### src/rtl/opl3_timer_irq.sv
// OPL3 timer pair: two prescaled 8-bit up-counters with overflow flags and IRQ.
// Define OPL3_TIMER_IRQ_OUT_EN to drive irq_n and status[7]; otherwise they are tied off.

module opl3_timer_ch #(
  parameter int P = 1018,
  parameter int W = 10
) (
  input  logic       clk,
  input  logic       reset_n,
  input  logic       st_i,
  input  logic [7:0] preset_i,
  output logic       ovf_o
);

  localparam logic [W-1:0] PMAX = W'(P - 1);

  typedef enum logic {IDLE, RUN} state_t;

  state_t       state_q;
  logic [W-1:0] pre_q;
  logic [7:0]   cnt_q;
  logic         tick;

  assign tick  = (state_q == RUN) && st_i && (pre_q == PMAX);
  assign ovf_o = tick && (cnt_q == 8'hFF);

  // Run/idle FSM with prescaler and counter; preset only sampled on start/reload
  always_ff @(posedge clk) begin
    if (!reset_n) begin
      state_q <= IDLE;
      pre_q   <= '0;
      cnt_q   <= '0;
    end else begin
      unique case (state_q)
        IDLE: begin
          if (st_i) begin
            state_q <= RUN;
            pre_q   <= '0;
            cnt_q   <= preset_i;
          end
        end
        RUN: begin
          if (!st_i) begin
            state_q <= IDLE;
          end else begin
            pre_q <= tick ? '0 : pre_q + 1'b1;
            if (tick)
              cnt_q <= ovf_o ? preset_i : cnt_q + 8'd1;
          end
        end
        default: state_q <= IDLE;
      endcase
    end
  end

endmodule

module opl3_timer_irq #(
  parameter real CLK_FREQ             = 12.727e6,
  parameter real TIMER1_TICK_INTERVAL = 80e-6,
  parameter real TIMER2_TICK_INTERVAL = 320e-6
) (
  input  logic       clk,
  input  logic       reset_n,
  input  logic [7:0] timer1,
  input  logic [7:0] timer2,
  input  logic       st1,
  input  logic       st2,
  input  logic       mt1,
  input  logic       mt2,
  input  logic       irq_rst,
  output logic       ft1,
  output logic       ft2,
  output logic       irq_n,
  output logic [7:0] status
);

  localparam int P1 = $rtoi(TIMER1_TICK_INTERVAL * CLK_FREQ + 0.5);
  localparam int P2 = $rtoi(TIMER2_TICK_INTERVAL * CLK_FREQ + 0.5);
  localparam int W1 = $clog2(P1);
  localparam int W2 = $clog2(P2);

  logic ovf1, ovf2;
  logic ft1_q, ft1_d;
  logic ft2_q, ft2_d;
  logic irq;

  opl3_timer_ch #(.P(P1), .W(W1)) u_t1 (
    .clk      (clk),
    .reset_n  (reset_n),
    .st_i     (st1),
    .preset_i (timer1),
    .ovf_o    (ovf1)
  );

  opl3_timer_ch #(.P(P2), .W(W2)) u_t2 (
    .clk      (clk),
    .reset_n  (reset_n),
    .st_i     (st2),
    .preset_i (timer2),
    .ovf_o    (ovf2)
  );

  // Flag next state: clear on irq_rst, but an unmasked overflow wins
  always_comb begin
    ft1_d = irq_rst ? 1'b0 : ft1_q;
    ft2_d = irq_rst ? 1'b0 : ft2_q;
    if (ovf1 && !mt1) ft1_d = 1'b1;
    if (ovf2 && !mt2) ft2_d = 1'b1;
  end

  // Flag registers
  always_ff @(posedge clk) begin
    if (!reset_n) begin
      ft1_q <= 1'b0;
      ft2_q <= 1'b0;
    end else begin
      ft1_q <= ft1_d;
      ft2_q <= ft2_d;
    end
  end

`ifdef OPL3_TIMER_IRQ_OUT_EN
  logic irq_q;

  // IRQ lags the flags by one cycle
  always_ff @(posedge clk) begin
    if (!reset_n) irq_q <= 1'b0;
    else          irq_q <= ft1_q | ft2_q;
  end

  assign irq = irq_q;
`else
  assign irq = 1'b0;
`endif

  assign ft1    = ft1_q;
  assign ft2    = ft2_q;
  assign irq_n  = ~irq;
  assign status = {irq, ft1_q, ft2_q, 5'b0};

endmodule

### config.mk
export PLATFORM = sky130hd
export DESIGN_NAME = opl3_timer_irq
export DESIGN_NICKNAME = d
export VERILOG_FILES = /design/src/rtl/opl3_timer_irq.sv
export SDC_FILE = /design/constraint.sdc
export NUM_CORES = 1
export LEC_CHECK = 0
export ABC_AREA = 1
export BUFFER_PORTS_ARGS = -buffer_cell sky130_fd_sc_hd__buf_2
export CAP_MARGIN = 20
export CORE_MARGIN = 2
export CORE_UTILIZATION = 45
export CTS_CLUSTER_SIZE = 10
export DETAILED_ROUTE_END_ITERATION = 10
export PLACE_DENSITY = 0.64
export SLEW_MARGIN = 0
export SYNTH_ARGS = -nofsm -noshare
export SYNTH_HDL_FRONTEND = slang
export SYNTH_SLANG_ARGS = --single-unit
### constraint.sdc
create_clock -name clk -period 2.6 [get_ports clk]
set_clock_uncertainty 0.2 [all_clocks]
set_input_delay 0.39 -clock clk [delete_from_list [all_inputs] [get_ports clk]]
set_output_delay 0.39 -clock clk [all_outputs]
set_load 0.02 [all_outputs]
==> implementation parameters, run 1 <==
Parameter                              Value

Layout
  Number of filler cells placed in the layout    between 500 and 600
  NumNets Final    430
  Syn-to-layout area delta    8.62%
  Finished layout cell area    2840 µm²
  Antenna diodes    0
  Share of post-route cells with drive strength above 1    about a fifth

Route
  Average detailed-routed wire length per instance    about 11 µm
  Drt pass-1 iters    4
  # DRC    0
  Wirelength, routed    between 5000 and 6000 µm
  Ratio of routed vias to standard cells    roughly 4.7
  Vias    between 2,000 and 2,500
  Initial DRC Count    78
  Detail Route Antenna Nets    0

Global route
  Final global-route overflow total    0
  Vias in the first global route    ~2,100
  Maximum number of pins on one net before global-route repair    16
  Wire length of the first global-routing pass    8800 µm
  Initial antenna violation count    0
  Total Routing Usage GR    roughly 17%

Yosys
  Most frequently used flop master after synthesis    dfxtp_1
  Combinational family with the most area after synthesis    simple AND/OR/NAND/NOR gates
  Yosys Warn Count    0
  Simple-Gate Fraction of Synth Area    between 40% and 50%
  Sequential share of the synthesized area    roughly 32%
  Seq cells post-synth    42
  Post-synthesis share of cell area spent on full adders, half adders and majority gates    between 2 and 3%
  Share of the synthesized netlist area taken by xor and xnor gates    under 10%
  Leading post-synthesis cells by cell area    dfxtp_1, nand2_1, nand3_1
  Async set-reset flop share out of synthesis    0%
  Leading area contributor after synthesis    dfxtp_1
  Number of library cell types mapped by synthesis    35
  Synthesized area per cell    ~7 µm²
  Number of enable flip-flop cells after synthesis    0
  Syn Inst Count    roughly 380
  Cell with the most instances after synthesis    nand2_1
  Post-synthesis instance area    roughly 2600 µm²
  Area share of the largest cell type after synthesis    between 30% and 40%
  List of most frequent post-synthesis cells    nand2_1, inv_1, nand3_1
  Multiplexer share of the synthesized area    0%
  Complex-gate fraction of the synthesized area    4.26%

Floorplanning
  Initial standard-cell utilization of the core    between 40% and 50%
  Core Area    5540 µm²
  Floorplan row count    27
  Chip width    between 80 and 90 µm
  Ports placed on the boundary    34
  Total Die Area    about 6400 µm²
  Die Span Y    between 80 and 90 µm

Setup path
  Cell-by-cell trace of the critical path    nand3_1 -> nor2_1 -> nand3_2 -> nand2_2 -> nand2_4 -> nand2_4 -> inv_4 -> nand2_1 -> nand2_1
  Library cell contributing the largest single delay on the critical path    dfxtp_1
  Maximum net fanout on the critical path    13
  CP arrival    about 1.9 ns
  Setup Crit Path Kind    flop to flop
  Critical Path Sink Type    flop
  Required time of the critical path    about 2.6 ns
  CP max stage delay    approximately 0.66 ns
  Startpoint class of the critical path    flop

Clocking
  Skew-Pair Late Insertion Delay    0.30 ns
  CTS Hold Buffers Added    0
  Buffer cell driving the clock tree root    clkbuf_8
  Clock-pin transition on the worst setup and hold timing paths    ~0.08 ns
  Clock tree from TritonCTS    yes
  Htree depth    2
  Number of CTS-inserted buffers    5
  Post-cts sizing count    0
  Maximum number of buffers from clock root to sink    2
  CTS sink cnt    42
  Number of buffers inserted by post-CTS setup repair    0

STA
  Transition time at the pin with the least slew margin    0.528 ns
  Aggregate negative setup slack    0 ns
  Clock period minus final worst setup slack    between 1.5 and 2 ns
  Achievable frequency    ~540 MHz
  Setup repair after global routing missed its margin    no
  Number of setup violations in the final report    0
  Max-Slew Margin vs Limit    between 60% and 70%
  Final number of hold-violating endpoints    0
  Final Max Tran Viols    0
  Fraction of the cycle the final worst path needs    a little under three quarters

Place
  Post-placement cell area    between 2000 and 3000 µm²
  Routability Congestion    0.771
  Detailed placer's ending HPWL    3730 µm
  Number of buffers inserted by port buffering    26

Run status
  Status    complete, no violations

Power
  Total leakage power    between 0.001 and 0.0015 µW
  Power per Cell Area    roughly 460 nW/µm²
  Worst vdd ir    ~220 µV

Min path
  Path type of the worst min-delay path    input port to flop

Run
  Max-cap violations    0
[power by group]
part	switching (µW)	total (µW)	internal, µW
Clock	233	447	214
Combinational	91.5	150	58.7
Sequential	32.9	699	667
Total	358	1300	939
[cell type report]
cell class | count | area (µm²) | share of cell area [%]
clock inverters | 2 | 12.5 | 0.441
inverters | 55 | 209 | 7.37
repair buffers | 27 | 138 | 4.85
flip-flops and latches | 42 | 841 | 29.6
clock buffers | 6 | 82.6 | 2.91
multi-input cells | 270 | 1460 | 51.6
well taps | 72 | 90.1 | 3.18
[registers in the layout, indices dropped and copies added (netlist names)]
| register | flops |
|---|---|
| u_t2.pre_q | 12 |
| u_t1.state_q | 1 |
| u_t1.pre_q | 10 |
| ft2 | 1 |
| u_t2.state_q | 1 |
| ft1 | 1 |
| u_t1.cnt_q | 8 |
| u_t2.cnt_q | 8 |
[layer usage]
layer	GRT usage, %	vias up	part of all wire, %
met3	3.48	7	3.1
met1	20.0	976	47
met5	0	-	0
met4	5.08	0	0.82
li1	-	1210	-
met2	31.0	30	49
[through the flow]
step,total power (µW),worst slack (ns),hold WS [ns],utilization [%],std cells
floorplan,834,1.01,0.237,-,384
global placement,863,0.755,0.255,49.5,466
detailed placement,866,0.737,0.269,49.5,466
CTS,1320,0.722,0.123,51.2,474
global route,1370,0.575,0.128,51.2,474
finish,1300,0.736,0.138,51.2,474
[cell families (layout without fill, tap and decap cells)]
kind of cell    Yosys count  in the layout
simple gates            225            225
buf+inv                  72             90
flops                    42             42
compound gates           18             18
xor+xnor                 14             14
fa+ha+maj                 6              6
other cells               2              7
[final timing paths]
| check | startpoint | end | slack, ns | depth (start not counted) |
|---|---|---|---|---|
| worst max-delay path | u_t2.state_q | u_t2.cnt_q[4] | 0.74 | 9 |
| worst min-delay path | timer1[6] | u_t1.cnt_q[6] | 0.14 | 3 |
| worst max register to register | u_t2.state_q | u_t2.cnt_q[4] | 0.74 | 9 |
| worst min register to register | u_t2.pre_q[9] | u_t2.pre_q[9] | 0.28 | 2 |
[critical path: cells and delay by family (launching register included)]
| family | cells | cell delay (ns) |
|---|---|---|
| simple gates | 8 | 0.81 |
| flops | 1 | 0.66 |
| buf+inv | 1 | 0.08 |
[placed cells by master, fill, tap and decap left out, types with 7 or more instances in the layout]
cell	count
nand3_1	48
xnor2_1	7
nand2_2	9
inv_1	48
nor2_4	8
dfxtp_1	42
nand2_1	90
nor2_1	39
buf_2	26
a21oi_1	7
xor2_1	7
conb_1	7
No activity file was read; power rests on OpenSTA's default activity.
==> run 2, diff against run 1 <==
==> constraint.sdc (replaced) <==
create_clock -name clk -period 1.75 [get_ports clk]
set_clock_uncertainty 0.2 [all_clocks]
set_input_delay 0.2625 -clock clk [delete_from_list [all_inputs] [get_ports clk]]
set_output_delay 0.2625 -clock clk [all_outputs]
set_load 0.02 [all_outputs]
==> implementation parameters, run 2 (synthesized netlist as in run 1, its figures left out) <==
Parameter                              Value

Layout
  Share of post-route cells with drive strength above 1    26.5% (+7.6 points)
  Antenna diodes    0 (unchanged)
  Commonest non-fill, non-tap cells in the layout    nand2_1, inv_1, nand3_1, nor2_1, dfxtp_1
  Finished layout cell area    3070 µm² (+8.3%)
  Number of filler cells placed in the layout    557 (-5.1%)
  Largest registers    u_t2.pre_q x12, u_t1.pre_q x10
  Count of placed standard cells in the final layout, fillers left out    498 (+5.1%)
  Most frequent standard cell in the layout excluding fill and tap cells    nand2_1
  NumNets Final    454 (+5.6%)
  Final core utilization    55.4% (+4.2 points)
  Syn-to-layout area delta    17.6%
  Area of combinational cells with multiple inputs    1520 µm² (+3.9%)
  Total area of sequential cells    850 µm² (+1.0%)
  Biggest register    u_t2.pre_q
  Number of flip-flops under the largest register name    12 (unchanged)

Place
  Detailed placer's ending HPWL    3760 µm (+0.81%)
  Placed Cells incl. Taps    484 (+3.9%)
  Post-placement cell area    2880 µm² (+4.9%)
  Number of buffers inserted by port buffering    26 (unchanged)
  Routability Congestion    0.810 (+5.0%)

Clocking
  Clock-pin transition on the worst setup and hold timing paths    0.08 ns (about the same)
  Skew-Pair Late Insertion Delay    0.28 ns (-0.02 ns)
  CTS Hold Buffers Added    0 (unchanged)
  Maximum number of buffers from clock root to sink    2 (unchanged)
  Buffer cell driving the clock tree root    clkbuf_8
  Number of CTS-inserted buffers    5 (unchanged)
  Htree depth    2 (unchanged)
  CTS sink cnt    42 (unchanged)
  Clock tree from TritonCTS    yes

Route
  Routed met2 length    2490 µm (+1.0%)
  Average detailed-routed wire length per instance    10.4 µm (-1.7%)
  Top Layer Used    met4
  Wirelength, routed    5170 µm (+3.3%)
  Routed length on met3    140 µm (-9.7%)
  Vias    2,323 (+4.5%)
  Ratio of routed vias to standard cells    4.66 (-0.54%)
  Drt pass-1 iters    4 (unchanged)
  # DRC    0 (unchanged)
  Initial DRC Count    76 (-2.6%)
  DRT met1 WL    2510 µm (+7.2%)
  Detail Route Antenna Nets    0 (unchanged)

STA
  Final Max Tran Viols    0 (unchanged)
  Number of setup violations in the final report    0 (unchanged)
  Final-layout worst hold slack    0.0265 ns (-0.111 ns)
  Achievable frequency    607 MHz (+13%)
  Final number of hold-violating endpoints    0 (unchanged)
  Setup repair after global routing missed its margin    yes
  Clock period minus final worst setup slack    1.65 ns (-0.216 ns)
  Fraction of the cycle the final worst path needs    94.2% (+22 points)
  Aggregate negative setup slack    0 ns (unchanged)

Floorplanning
  Initial standard-cell utilization of the core    47.1% (unchanged)
  Ports placed on the boundary    34 (unchanged)
  Core Area    5540 µm² (unchanged)
  Total Die Area    6430 µm² (unchanged)
  Chip width    80.2 µm (unchanged)
  Floorplan row count    27 (unchanged)
  Die Span Y    80.2 µm (unchanged)

Setup path
  CP arrival    1.69 ns (-0.17 ns)
  Maximum net fanout on the critical path    6 (-7)
  Required time of the critical path    1.79 ns (-0.81 ns)
  Startpoint class of the critical path    flop
  Most Frequent Cell on Critical Path    nand2_1
  Cell-by-cell trace of the critical path    inv_1 -> ha_2 -> nand2_1 -> nor2_2 -> nand3_2 -> nand2_2 -> nand2_4 -> nor2_4 -> nand3_1 -> nand2_1
  CP max stage delay    0.34 ns (-0.32 ns)
  Library cell contributing the largest single delay on the critical path    dfxtp_2
  Critical Path Sink Type    flop
  Setup Crit Path Kind    flop to flop

Global route
  Initial antenna violation count    0 (unchanged)
  Maximum number of pins on one net before global-route repair    13 (-3)
  Total Routing Usage GR    16.7% (-0.38 points)
  Wire length of the first global-routing pass    8760 µm (-0.47%)
  Vias in the first global route    2,027 (-2.6%)
  Final global-route overflow total    0 (unchanged)

Run
  Max-cap violations    0 (unchanged)

Power
  Power per Cell Area    631 nW/µm² (+38%)
  Worst vdd ir    514 µV (+130%)
  Total leakage power    0.00144 µW (+11%)

Min path
  Path type of the worst min-delay path    input port to flop

Run status
  Status    complete, no violations
[run 2: cell count changes in the layout (fill, tap and decap cells not counted), sizes merged]
cell      delta
nand2        +1
clkinvlp     -1
buf         +23
clkbuf       +1
[run 2: final cells by class]
class / instances / share of cell area [%]
well taps: 72 / 2.93
multi-input cells: 271 / 49.5
repair buffers: 50 / 10.1
inverters: 55 / 6.80
flip-flops and latches: 42 / 27.7
clock inverters: 1 / 0.163
clock buffers: 7 / 2.81
[run 2: timing repair]
action,in CTS,in global routing
buffers inserted,0,5
endpoints found under the setup margin,0,23
resized for setup,0,18
[run 2: critical path: cells and delay by family (launching register included)]
family	cells	cell delay (ns)
AND/OR/NAND/NOR	8	0.84
flip-flops	1	0.34
adder cells (fa/ha/maj)	1	0.17
buffers and inverters	1	0.07
[run 2: path summary, 6_finish.rpt]
| kind | startpoint | end | slack [ns] | cells after the start |
|---|---|---|---|---|
| worst max register to register | u_t2.pre_q[1] | u_t2.cnt_q[4] | 0.10 | 10 |
| worst min-delay path | mt2 | ft2 | 0.03 | 4 |
| worst min register to register | u_t2.cnt_q[1] | u_t2.cnt_q[1] | 0.26 | 2 |
| worst max-delay path | u_t2.pre_q[1] | u_t2.cnt_q[4] | 0.10 | 10 |
[run 2: report_power, final]
group          total, µW  internal, µW  leakage (µW)  switching, µW
combinational        269           110       0.00105            159
clock                642           319     0.0000482            323
sequential          1030           992      0.000345           35.7
total               1940          1420       0.00144            518
[run 2: through the flow]
stage          total power, µW  setup slack [ns]
6_report                  1940             0.102
5_1_grt                   2040           -0.0226
4_1_cts                   1960            0.0184
3_5_place_dp              1310            0.0297
3_3_place_gp              1300            0.0454
2_1_floorplan             1240             0.161
[run 2: per-layer routing]
metal | up-vias | global-route usage, %
li1 | 1269 | -
met1 | 1024 | 21.6
met2 | 26 | 29.1
met3 | 4 | 3.03
met4 | 0 | 3.22
met5 | - | 0
==> run 3, diff against run 2 <==
--- a/config.mk
+++ b/config.mk
@@ -12,7 +12,7 @@
 export CORE_UTILIZATION = 45
 export CTS_CLUSTER_SIZE = 10
 export DETAILED_ROUTE_END_ITERATION = 10
-export PLACE_DENSITY = 0.64
+export PLACE_DENSITY = 0.68
 export SLEW_MARGIN = 0
 export SYNTH_ARGS = -nofsm -noshare
 export SYNTH_HDL_FRONTEND = slang
==> constraint.sdc (replaced) <==
create_clock -name clk -period 1.9 [get_ports clk]
set_clock_uncertainty 0.2 [all_clocks]
set_input_delay 0.285 -clock clk [delete_from_list [all_inputs] [get_ports clk]]
set_output_delay 0.285 -clock clk [all_outputs]
set_load 0.02 [all_outputs]
==> implementation parameters, run 3 (synthesized netlist as in run 1, its figures left out) <==
Parameter                              Value

Route
  Drt pass-1 iters    4 (unchanged)
  Average detailed-routed wire length per instance    10.4 µm (-0.21%)
  # DRC    0 (unchanged)
  Detail Route Antenna Nets    0 (unchanged)
  Vias    2,263 (-2.6%)
  Wirelength, routed    4920 µm (-4.8%)
  Ratio of routed vias to standard cells    4.76 (+2.1%)
  Initial DRC Count    102 (+34%)

Clocking
  Maximum number of buffers from clock root to sink    2 (unchanged)
  CTS sink cnt    42 (unchanged)
  Number of buffers inserted by post-CTS setup repair    0 (unchanged)
  Skew-Pair Late Insertion Delay    0.29 ns (about the same)
  Clock-pin transition on the worst setup and hold timing paths    0.08 ns (about the same)
  Clock tree from TritonCTS    yes
  CTS Hold Buffers Added    0 (unchanged)
  Buffer cell driving the clock tree root    clkbuf_8
  Number of CTS-inserted buffers    5 (unchanged)
  Post-cts sizing count    0 (unchanged)
  Htree depth    2 (unchanged)

Layout
  Syn-to-layout area delta    9.15%
  Antenna diodes    0 (unchanged)
  Number of filler cells placed in the layout    567 (+1.8%)
  Number of flip-flops under the largest register name    12 (unchanged)
  Largest registers    u_t2.pre_q x12, u_t1.pre_q x10
  Share of post-route cells with drive strength above 1    19.6% (-6.9 points)
  Commonest non-fill, non-tap cells in the layout    nand2_1, inv_1, nand3_1, dfxtp_1, nor2_1
  Total area of sequential cells    842 µm² (-0.88%)
  Most frequent standard cell in the layout excluding fill and tap cells    nand2_1
  NumNets Final    433 (-4.6%)
  Biggest register    u_t2.pre_q
  Area of combinational cells with multiple inputs    1470 µm² (-3.6%)

Floorplanning
  Ports placed on the boundary    34 (unchanged)
  Floorplan row count    27 (unchanged)
  Die Span Y    80.2 µm (unchanged)
  Total Die Area    6430 µm² (unchanged)
  Initial standard-cell utilization of the core    47.1% (unchanged)
  Core Area    5540 µm² (unchanged)
  Chip width    80.2 µm (unchanged)

Setup path
  CP max stage delay    0.36 ns (+0.02 ns)
  Setup Crit Path Kind    flop to flop
  Cell-by-cell trace of the critical path    ha_2 -> nand2_2 -> nor2_4 -> inv_2 -> nor2_4 -> nand3_4 -> nand2_4 -> nand2_1 -> nand3_1 -> nand2_1
  Register-to-register setup slack    0.18 ns (+0.08 ns)
  Maximum net fanout on the critical path    9 (+3)
  CP arrival    1.71 ns (+0.02 ns)
  Library cell contributing the largest single delay on the critical path    dfxtp_1
  Startpoint class of the critical path    flop
  Required time of the critical path    1.89 ns (+0.10 ns)
  Critical Path Sink Type    flop

STA
  Fraction of the cycle the final worst path needs    90.3% (-3.9 points)
  Setup repair after global routing missed its margin    no
  Clock period minus final worst setup slack    1.72 ns (+0.0671 ns)
  Aggregate negative setup slack    0 ns (unchanged)
  Number of setup violations in the final report    0 (unchanged)
  Final number of hold-violating endpoints    0 (unchanged)
  Final Max Tran Viols    0 (unchanged)
  Achievable frequency    583 MHz (-3.9%)

Place
  Routability Congestion    0.797 (-1.6%)
  Detailed placer's ending HPWL    3710 µm (-1.3%)
  Number of buffers inserted by port buffering    26 (unchanged)

Power
  Switching component of the power    470 µW (-9.3%)
  Power consumption    1750 µW (-9.8%)
  Proportion of power drawn by flip-flops and latches    54.4% (+1.4 points)
  Total leakage power    0.00131 µW (-8.9%)
  Power per Cell Area    613 nW/µm² (-2.8%)
  Internal power consumption    1280 µW (-10%)
  Net Sw Frac    26.9% (+0.16 points)
  Clock power frac    33.2% (about the same)
  Proportion of power drawn by combinational gates    12.4% (-1.5 points)
  Worst vdd ir    371 µV (-28%)

Run status
  Status    complete, no violations

Global route
  Maximum number of pins on one net before global-route repair    12 (-1)
  Initial antenna violation count    0 (unchanged)
  Wire length of the first global-routing pass    8990 µm (+2.6%)
  Total Routing Usage GR    17.3% (+0.56 points)
  Final global-route overflow total    0 (unchanged)
  Vias in the first global route    2,129 (+5.0%)

Run
  Max-cap violations    0 (unchanged)

Min path
  Path type of the worst min-delay path    input port to flop
[run 3: cell types whose count changed in the layout (fill, tap and decap cells not counted), moves of 2 or more]
cell,previous run,this run
dfxtp_2,7,1
buf_4,24,4
nand3_2,3,1
ha_2,3,1
nor2_1,37,39
nor2_2,5,3
nand3_1,46,48
ha_1,3,5
dfxtp_1,35,41
nand2_8,2,0
[run 3: final timing paths]
kind              endpoint  depth (start not counted)           from
max          u_t1.cnt_q[3]                         10  u_t1.cnt_q[1]
min                    ft2                          4            mt2
max reg2reg  u_t1.cnt_q[3]                         10  u_t1.cnt_q[1]
min reg2reg  u_t2.pre_q[9]                          2  u_t2.pre_q[9]
[run 3: power groups by stage]
stage | clock network (µW) | registers [µW] | logic, µW
final | 580 | 951 | 216
after global routing | 627 | 958 | 250
after CTS | 604 | 950 | 219
after detailed placement | 0 | 971 | 218
after global placement | 0 | 970 | 214
after floorplan | 0 | 961 | 180
[run 3: worst max-delay path: cells and delay by family, from the launching register on]
family | cells | cell delay, ns
buffers and inverters | 1 | 0.06
DFF | 1 | 0.36
and+or+nand+nor | 8 | 0.79
adders and majority gates | 1 | 0.21
[run 3: area by class of cell]
class	instances	area share, %
clock buffer	6	2.90
inverter	55	7.33
multi-input combinational	270	51.4
sequential	42	29.5
tap	72	3.16
timing repair buffer	30	5.62
[run 3: per-stage QoR]
step	hold slack, ns	utilization, %	instance area, µm²	setup WS (ns)	cells
final	0.0419	51.4	2850	0.185	475
after floorplan	0.227	-	2630	0.311	384
after CTS	0.0324	51.4	2850	0.143	475
after detailed placement	0.267	49.9	2760	0.154	469
after global routing	0.0620	51.4	2850	0.00822	475
after global placement	0.253	49.9	2760	0.194	469
[run 3: per-layer routing]
metal,wire (µm),vias to the layer above,part of all wire (%),global-route usage [%]
met1,2340,1005,48,21.4
met5,0,-,0,0
li1,-,1220,-,-
met4,53,0,1.1,4.58
met2,2390,31,49,30.3
met3,132,7,2.7,3.37
